<file path="config.mk">
export PLATFORM = sky130hd
export DESIGN_NAME = issue_scheduler
export DESIGN_NICKNAME = d
export VERILOG_FILES = /design/src/rtl/issue_scheduler_pkg.sv /design/src/rtl/issue_scheduler_select.sv /design/src/rtl/issue_scheduler.sv
export SDC_FILE = /design/constraint.sdc
export NUM_CORES = 1
export LEC_CHECK = 0
export ABC_AREA = 1
export CAP_MARGIN = 25
export CORE_MARGIN = 3
export CORE_UTILIZATION = 40
export CTS_CLUSTER_SIZE = 30
export DETAILED_ROUTE_END_ITERATION = 16
export PLACE_DENSITY = 0.63
export SLEW_MARGIN = 10
export SYNTH_ARGS = -nofsm -noshare
export SYNTH_HDL_FRONTEND = slang
export SYNTH_SLANG_ARGS = --single-unit
</file>
<file path="constraint.sdc">
create_clock -name clk_i -period 32.4 [get_ports clk_i]
set_clock_uncertainty 0.15 [all_clocks]
set_input_delay 6.48 -clock clk_i [delete_from_list [all_inputs] [get_ports clk_i]]
set_output_delay 6.48 -clock clk_i [all_outputs]
set_load 0.02 [all_outputs]
</file>
<file path="src/rtl/issue_scheduler_pkg.sv">
// Shared types for the single-FU issue queue: entry/issue payloads, field
// widths and the wrap-safe age compare used by the select tree.
package issue_scheduler_pkg;

    parameter int IQ_NENTRIES = 8;

    localparam int PC_BITS      = 32;
    localparam int ID_BITS      = 20;
    localparam int PREG_ID_BITS = 7;
    localparam int IMM_BITS     = 32;
    localparam int FU_BITS      = 3;
    localparam int OP_BITS      = 6;

    typedef logic [ID_BITS-1:0]      iq_id_t;
    typedef logic [PREG_ID_BITS-1:0] preg_id_t;

    typedef struct packed {
        logic [PC_BITS-1:0]  pc;
        iq_id_t              id;
        preg_id_t            prd;
        preg_id_t            prs1;
        logic                prs1_renammed;
        preg_id_t            prs2;
        logic                prs2_renammed;
        logic [IMM_BITS-1:0] imm;
        logic [FU_BITS-1:0]  fu;
        logic [OP_BITS-1:0]  op;
    } iq_entry_t;

    typedef struct packed {
        logic [PC_BITS-1:0]  pc;
        iq_id_t              id;
        preg_id_t            prd;
        preg_id_t            prs1;
        preg_id_t            prs2;
        logic [IMM_BITS-1:0] imm;
        logic [FU_BITS-1:0]  fu;
        logic [OP_BITS-1:0]  op;
    } iq_issue_t;

    // a is older than b when (a - b) is negative modulo 2^ID_BITS
    function automatic logic iq_older(iq_id_t a, iq_id_t b);
        iq_id_t d;
        d = a - b;
        return d[ID_BITS-1];
    endfunction

    function automatic iq_issue_t iq_to_issue(iq_entry_t e);
        iq_issue_t r;
        r.pc   = e.pc;
        r.id   = e.id;
        r.prd  = e.prd;
        r.prs1 = e.prs1;
        r.prs2 = e.prs2;
        r.imm  = e.imm;
        r.fu   = e.fu;
        r.op   = e.op;
        return r;
    endfunction

endpackage

</file>
<file path="src/rtl/issue_scheduler_select.sv">
// Oldest-eligible picker: binary tournament over entries, each node keeping
// the older of its two children. Left child carries lower indices, so on
// equal IDs the lower index wins.
module iq_select
    import issue_scheduler_pkg::*;
#(
    parameter int N = 8
) (
    input  logic [N-1:0]   elig,
    input  iq_id_t [N-1:0] ids,
    output logic [N-1:0]   grant,
    output logic           found
);

    localparam int LW = $clog2(N);

    // heap-ordered tree: node i has children 2i and 2i+1, leaves at N..2N-1
    logic [2*N-1:1] nv;
    iq_id_t         nid  [1:2*N-1];
    logic [LW-1:0]  nidx [1:2*N-1];

    // reduce leaves to the root, children always evaluated before parents
    always_comb begin
        nv = '0;
        for (int i = 1; i < 2*N; i++) begin
            nid[i]  = '0;
            nidx[i] = '0;
        end
        for (int i = 0; i < N; i++) begin
            nv[N+i]   = elig[i];
            nid[N+i]  = ids[i];
            nidx[N+i] = LW'(i);
        end
        for (int i = N-1; i >= 1; i--) begin
            if (nv[2*i] && (!nv[2*i+1] || !iq_older(nid[2*i+1], nid[2*i]))) begin
                nid[i]  = nid[2*i];
                nidx[i] = nidx[2*i];
            end else begin
                nid[i]  = nid[2*i+1];
                nidx[i] = nidx[2*i+1];
            end
            nv[i] = nv[2*i] | nv[2*i+1];
        end
        found = nv[1];
        grant = '0;
        if (nv[1]) grant[nidx[1]] = 1'b1;
    end

endmodule

</file>
<file path="src/rtl/issue_scheduler.sv">
// Single-FU issue queue: holds renamed ops until both sources are ready,
// tracks writeback wakeups, issues the oldest ready op by dynamic ID.
// IQ_WAKEUP_BYPASS_EN: when defined, same-cycle wakeups feed eligibility so
// a woken entry may issue in the wakeup cycle (wb -> issue comb path).
module issue_scheduler
    import issue_scheduler_pkg::*;
#(
    parameter int NENTRIES = IQ_NENTRIES,
    parameter int N_WB     = 2
) (
    input  logic                               clk_i,
    input  logic                               rst_i,
    input  logic                               flush_i,
    input  logic                               disp_valid_i,
    output logic                               disp_ready_o,
    input  iq_entry_t                          disp_data_i,
    input  logic [N_WB-1:0]                    wb_valid_i,
    input  logic [N_WB-1:0][PREG_ID_BITS-1:0]  wb_prd_i,
    output logic                               iss_valid_o,
    input  logic                               iss_ready_i,
    output iq_issue_t                          iss_data_o,
    output logic [$clog2(NENTRIES):0]          count_o
);

    localparam int CW = $clog2(NENTRIES) + 1;

    logic [NENTRIES-1:0] ent_vld, ent_rdy1, ent_rdy2;
    iq_entry_t           ent [NENTRIES];
    logic [CW-1:0]       count;

    logic [NENTRIES-1:0] wake1, wake2, elig, free_sel, grant;
    iq_id_t [NENTRIES-1:0] ids;
    logic                dwake1, dwake2, free_hit, sel_any;
    logic                disp_fire, iss_fire;

    // wakeup matches for resident entries and for the op being dispatched
    always_comb begin
        wake1  = '0;
        wake2  = '0;
        dwake1 = 1'b0;
        dwake2 = 1'b0;
        for (int w = 0; w < N_WB; w++) begin
            if (wb_valid_i[w]) begin
                for (int i = 0; i < NENTRIES; i++) begin
                    if (wb_prd_i[w] == ent[i].prs1) wake1[i] = 1'b1;
                    if (wb_prd_i[w] == ent[i].prs2) wake2[i] = 1'b1;
                end
                if (wb_prd_i[w] == disp_data_i.prs1) dwake1 = 1'b1;
                if (wb_prd_i[w] == disp_data_i.prs2) dwake2 = 1'b1;
            end
        end
    end

    // eligibility; the bypass variant lets this cycle's wakeups count
    always_comb begin
`ifdef IQ_WAKEUP_BYPASS_EN
        elig = ent_vld & (ent_rdy1 | wake1) & (ent_rdy2 | wake2);
`else
        elig = ent_vld & ent_rdy1 & ent_rdy2;
`endif
        for (int i = 0; i < NENTRIES; i++) ids[i] = ent[i].id;
    end

    // lowest-index free slot receives the dispatch
    always_comb begin
        free_sel = '0;
        free_hit = 1'b0;
        for (int i = 0; i < NENTRIES; i++) begin
            if (!ent_vld[i] && !free_hit) begin
                free_sel[i] = 1'b1;
                free_hit    = 1'b1;
            end
        end
    end

    iq_select #(.N(NENTRIES)) u_select (
        .elig  (elig),
        .ids   (ids),
        .grant (grant),
        .found (sel_any)
    );

    // registered count only, so a full queue refuses dispatch even while issuing
    assign disp_ready_o = !rst_i && !flush_i && (count < CW'(NENTRIES));
    assign iss_valid_o  = sel_any && !flush_i && !rst_i;
    assign disp_fire    = disp_valid_i && disp_ready_o;
    assign iss_fire     = iss_valid_o && iss_ready_i;
    assign count_o      = count;

    // payload of the granted entry
    always_comb begin
        iss_data_o = '0;
        for (int i = 0; i < NENTRIES; i++)
            if (grant[i]) iss_data_o = iq_to_issue(ent[i]);
    end

    // entry state: reset/flush clear, wakeups accumulate, issue frees, dispatch fills
    always_ff @(posedge clk_i) begin
        if (rst_i || flush_i) begin
            ent_vld <= '0;
            count   <= '0;
        end else begin
            count <= count + CW'(disp_fire) - CW'(iss_fire);
            for (int i = 0; i < NENTRIES; i++) begin
                ent_rdy1[i] <= ent_rdy1[i] | wake1[i];
                ent_rdy2[i] <= ent_rdy2[i] | wake2[i];
                if (iss_fire && grant[i]) ent_vld[i] <= 1'b0;
                if (disp_fire && free_sel[i]) begin
                    ent_vld[i]  <= 1'b1;
                    ent[i]      <= disp_data_i;
                    ent_rdy1[i] <= !disp_data_i.prs1_renammed || dwake1;
                    ent_rdy2[i] <= !disp_data_i.prs2_renammed || dwake2;
                end
            end
        end
    end

endmodule
</file>
==> impl_metrics.env, run 1 <==
export IMPL_status="complete, no violations"
export IMPL_dpl_hpwl_um=77000
export IMPL_drtIter0Drc=2992
export IMPL_clock_sinks=940
export IMPL_r2r_worst_path_cells=40
export IMPL_clk_path_buf_depth=3
export IMPL_power_density_nw_per_um2=50.6
export IMPL_synth_seq_cells=940
export IMPL_placed_cell_area_um2=47400
export IMPL_synth_warnings=0
export IMPL_min_from="ent_vld[3]"
export IMPL_hp_class="flop to flop"
export IMPL_die_x_um=335
export IMPL_die_y_um=335
export IMPL_critPathLaunchType="flop"
export IMPL_wire_per_inst_um=22.7
export IMPL_fin_nets=4459
export IMPL_slew_headroom=0.255
export IMPL_grt_pass1_wl_um=191000
export IMPL_cts_root_buf="clkbuf_16"
export IMPL_whs_endpoint="ent_vld[3]"
export IMPL_worst_endpoint_arrival_ps=11440
export IMPL_rrSetupSlack_ps=22460
export IMPL_io_buffers=256
export IMPL_cap_violations=0
export IMPL_setup_viol_count_final=0
export IMPL_ys_types=54
export IMPL_grt_pass1_vias=30291
export IMPL_dpl_worst_slack_ps=14860
export IMPL_min_period_ps=18070
export IMPL_async_flop_share=0
export IMPL_max_slew_worst_pin_slew_ps=1100
export IMPL_syn_area_um2=43400
export IMPL_core_area_um2=107000
export IMPL_vias=31479
export IMPL_synth_ff_type="edfxtp_1"
export IMPL_clkTransAtPathRegs_ps=60
export IMPL_crit_start="ent[0][426]"
export IMPL_maxSlewViolCount=0
export IMPL_critical_path_class="flop to output port"
export IMPL_area_growth_pct=16.7
export IMPL_antenna_found_initial=4
export IMPL_timing_rr_start="ent[0][426]"
export IMPL_grt_overflow=0
export IMPL_final_cells=5676
export IMPL_cp_slowest_cell="buf_4"
export IMPL_wirelength_um=129000
export IMPL_synth_edf_count=928
export IMPL_synthCells=3970
export IMPL_stdcell_area_um2=50600
export IMPL_final_common_cell="nand2_1"
export IMPL_fp_dieArea_um2=112000
export IMPL_start_util=0.404
export IMPL_place_inst=5489
export IMPL_hold_depth=2
export IMPL_utilization=0.471
export IMPL_track_usage=0.225
export IMPL_setup_ws_ps=14330
export IMPL_htreeDepth=3
export IMPL_drc_errors=0
export IMPL_clk_latency_ps=680
export IMPL_drtAntennaViolNets=0
export IMPL_drtPass1Iterations=7
export IMPL_peakVddDrop_mv=0.0423
export IMPL_cpMostUsedCell="nand2_1"
export IMPL_fp_row_count=120
export IMPL_fin_setup_tns_ps=0
export IMPL_r2r_end="ent_vld[6]"
export IMPL_finalHoldViolCount=0
export IMPL_cpPeakStageDelay_ps=920
export IMPL_cts_setup_buffers=0
export IMPL_crit_required_ps=25770
export IMPL_cts_buffers=101
export IMPL_grt_max_degree=120
export IMPL_critPathCaptureType="output port"
export IMPL_io_pins=257
export IMPL_final_cell_mix="nand2_1, edfxtp_1, inv_1"
export IMPL_cts_tree="done"
export IMPL_power_leakage_nw=18.3
export IMPL_ctsHoldBuffers=0
export IMPL_cp_max_fo=73
export IMPL_drive_above_1_share=0.0562
export IMPL_yosysSeqAreaShare=0.648
export IMPL_ctsResizeCount=0
export IMPL_fmax_ghz=0.0554
export IMPL_gp_congestion=0.946
export IMPL_routed_via_density=5.55
export IMPL_synth_avg_cell_area_um2=10.9
export IMPL_rsz0062_at_grt="no"
export IMPL_period_share=0.558
export IMPL_syn_num_nets=4238
==> synthesized netlist by cell type, drive strengths merged (12+ instances only) <==
| library cell | n | area share |
|---|---|---|
| nor4 | 16 | 0.0023 |
| a21oi | 102 | 0.012 |
| or2 | 16 | 0.0023 |
| xnor2 | 13 | 0.0026 |
| o221ai | 18 | 0.0036 |
| buf | 109 | 0.013 |
| nand3 | 313 | 0.037 |
| a211oi | 19 | 0.0033 |
| dfxtp | 12 | 0.0055 |
| edfxtp | 928 | 0.64 |
| a221oi | 13 | 0.0026 |
| o2111ai | 33 | 0.0067 |
| ha | 130 | 0.037 |
| nand2 | 1023 | 0.089 |
| inv | 345 | 0.030 |
| o21ai | 175 | 0.020 |
| o22ai | 37 | 0.0053 |
| xor2 | 59 | 0.012 |
| nor2 | 244 | 0.022 |
| a2111oi | 22 | 0.0044 |
| clkbuf | 78 | 0.0067 |
| nand4 | 206 | 0.030 |
| nor3 | 14 | 0.0016 |
==> layer usage <==
metal	global-route usage	up-vias	wire, µm
met5	0	-	0
met4	0.0961	0	5500
met3	0.0377	329	10000
met2	0.358	1402	58900
met1	0.305	15201	54500
li1	-	14547	-
==> where the power goes <==
group	internal (mW)	total, mW	switching (mW)
clock network	0.649	1.13	0.479
logic	0.0290	0.0853	0.0563
registers	1.34	1.35	0.00280
==> worst max path at each step <==
stage,to
2_1_floorplan,ent_rdy2[2]
3_3_place_gp,iss_data_o[32]
3_5_place_dp,iss_data_o[32]
4_1_cts,iss_data_o[32]
5_1_grt,iss_data_o[8]
6_report,iss_data_o[32]
==> cell families (layout without fill, tap and decap cells) <==
family | Yosys count | after routing | synth area share
AO/OA/AOI/OAI | 451 | 451 | 0.0640
AND/OR/NAND/NOR | 1839 | 1839 | 0.185
buffers and inverters | 537 | 837 | 0.0503
adder cells (fa/ha/maj) | 131 | 131 | 0.0380
flip-flops | 940 | 940 | 0.648
other | 0 | 3 | 0
XOR/XNOR | 72 | 72 | 0.0145
==> flip-flops by register name (all words and copies together), names as in the netlist <==
name      count
ent_vld       8
count_o       4
ent_rdy1      8
ent_rdy2      8
ent         912
==> area by class of cell <==
class | count | area (µm²)
sequential | 940 | 28100
clock buffer | 126 | 2640
antenna | 3 | 7.51
timing repair buffer | 305 | 3070
fill | 9579 | 56700
clock inverter | 56 | 549
multi-input combinational | 2493 | 13200
tap | 1403 | 1760
inverter | 350 | 1330
==> stage by stage <==
stage          power [mW]  hold slack, ps
6_report             2.56             354
5_1_grt              2.64             374
4_1_cts              2.58             356
3_5_place_dp         1.45             348
3_3_place_gp         1.45             333
2_1_floorplan        1.40             303
==> critical path, delay by kind of cell, from the launching register on <==
| kind | cells | cell delay [ps] |
|---|---|---|
| AO/OA/AOI/OAI | 10 | 2160 |
| buffers and inverters | 5 | 3160 |
| flip-flops | 1 | 410 |
| AND/OR/NAND/NOR | 23 | 3990 |
| adder cells (fa/ha/maj) | 3 | 980 |
Power figures use the tool's default switching activity.
==> inputs of run 2 (changes only) <==
==> constraint.sdc (replaced) <==
create_clock -name clk_i -period 18.3 [get_ports clk_i]
set_clock_uncertainty 0.15 [all_clocks]
set_input_delay 3.66 -clock clk_i [delete_from_list [all_inputs] [get_ports clk_i]]
set_output_delay 3.66 -clock clk_i [all_outputs]
set_load 0.02 [all_outputs]
==> impl_metrics.env, run 2 (same netlist as run 1, synthesis figures left out) <==
export IMPL_drtPass1Iterations=5
export IMPL_placed_cell_area_um2=47300
export IMPL_grt_max_degree=117
export IMPL_min_period_ps=14920
export IMPL_grt_pass1_vias=30586
export IMPL_cp_max_fo=81
export IMPL_dpl_hpwl_um=78000
export IMPL_power_density_nw_per_um2=90.7
export IMPL_drc_errors=0
export IMPL_htreeDepth=3
export IMPL_multiInputGateArea_um2=13200
export IMPL_fp_dieArea_um2=112000
export IMPL_grt_overflow=0
export IMPL_ctsHoldBuffers=0
export IMPL_vias=31565
export IMPL_fmax_ghz=0.0670
export IMPL_drtIter0Drc=2893
export IMPL_die_y_um=335
export IMPL_ctsResizeCount=0
export IMPL_largest_register_ffs=912
export IMPL_stdcell_area_um2=50800
export IMPL_start_util=0.404
export IMPL_drive_above_1_share=0.0587
export IMPL_routed_via_density=5.55
export IMPL_rsz0062_at_grt="no"
export IMPL_fin_setup_tns_ps=0
export IMPL_cpMostUsedCell="a21oi_1"
export IMPL_grt_pass1_wl_um=194000
export IMPL_antenna_found_initial=8
export IMPL_peakVddDrop_mv=0.0846
export IMPL_hp_class="flop to flop"
export IMPL_cts_tree="done"
export IMPL_status="complete, no violations"
export IMPL_die_x_um=335
export IMPL_clk_latency_ps=680
export IMPL_wl_met2_um=60200
export IMPL_io_buffers=256
export IMPL_top_layer="met5"
export IMPL_clk_path_buf_depth=3
export IMPL_route_met3_wl_um=10700
export IMPL_cp_buffers_inverters=5
export IMPL_cap_violations=0
export IMPL_setup_viol_count_final=0
export IMPL_fin_nets=4459
export IMPL_wire_per_inst_um=23.0
export IMPL_final_cell_mix="nand2_1, edfxtp_1, inv_1"
export IMPL_fp_row_count=120
export IMPL_wirelength_um=131000
export IMPL_power_mw=4.60
export IMPL_slew_headroom=0.260
export IMPL_final_common_cell="nand2_1"
export IMPL_cp_top_family="compound AO/OA/AOI/OAI gates"
export IMPL_maxSlewViolCount=0
export IMPL_fill_cells=9565
export IMPL_gp_congestion=0.952
export IMPL_finalHoldViolCount=0
export IMPL_wl_met1_um=54600
export IMPL_top_register="ent"
export IMPL_worst_endpoint_arrival_ps=11110
export IMPL_area_growth_pct=17.0
export IMPL_cp_slowest_cell="buf_4"
export IMPL_cts_setup_buffers=0
export IMPL_clock_sinks=940
export IMPL_power_leakage_nw=18.3
export IMPL_core_area_um2=107000
export IMPL_cts_root_buf="clkbuf_16"
export IMPL_clkTransAtPathRegs_ps=60
export IMPL_seqCellArea_um2=28100
export IMPL_critPathCaptureType="output port"
export IMPL_max_slew_worst_pin_slew_ps=1110
export IMPL_crit_required_ps=14490
export IMPL_cpPeakStageDelay_ps=800
export IMPL_period_share=0.816
export IMPL_cts_buffers=102
export IMPL_io_pins=257
export IMPL_track_usage=0.229
export IMPL_critPathLaunchType="flop"
export IMPL_drtAntennaViolNets=0
export IMPL_critical_path_class="flop to output port"
run 2: final cells by class:
class                           instances  area share
Inverter                              350      0.0261
Antenna cell                            5    0.000247
Sequential cell                       940       0.554
Tap cell                             1403      0.0346
Timing Repair Buffer                  304      0.0600
Clock buffer                          122      0.0528
Multi-Input combinational cell       2493       0.259
Clock inverter                         68      0.0132
run 2: path summary, 6_finish.rpt:
kind / start / endpoint / slack (ps) / depth (start not counted)
setup / recovery: ent[0][310] / iss_data_o[6] / 3380 / 42
hold / removal: ent_vld[3] / ent_vld[3] / 350 / 2
hold reg to reg: ent_vld[3] / ent_vld[3] / 350 / 2
setup reg to reg: ent[0][310] / ent_vld[2] / 8920 / 37
run 2: stage by stage:
stage | util | worst slack (ps) | hold WS [ps] | cells
2_1_floorplan | - | 271 | 303 | 3970
3_3_place_gp | 0.441 | 3870 | 334 | 5486
3_5_place_dp | 0.441 | 3880 | 341 | 5488
4_1_cts | 0.472 | 3100 | 349 | 5678
5_1_grt | 0.473 | 2700 | 386 | 5683
6_report | 0.473 | 3380 | 351 | 5685
run 2: routing by layer:
layer  up-vias  global-route usage
met5         -                   0
met4         4              0.0945
met3       284              0.0381
met2      1383               0.364
met1     15349               0.311
li1      14545                   -
run 2: report_power, final:
group	internal, mW	switching (mW)
Combinational	0.0508	0.0999
Clock	1.21	0.859
Sequential	2.38	0.00495
run 2: worst register-to-register path, delay by kind of cell (launching register included):
kind	cells	cell delay, ps
AOI/OAI and AO/OA	15	3570
DFF	1	380
buffers and inverters	4	1790
adders and majority gates	3	900
and+or+nand+nor	15	2470
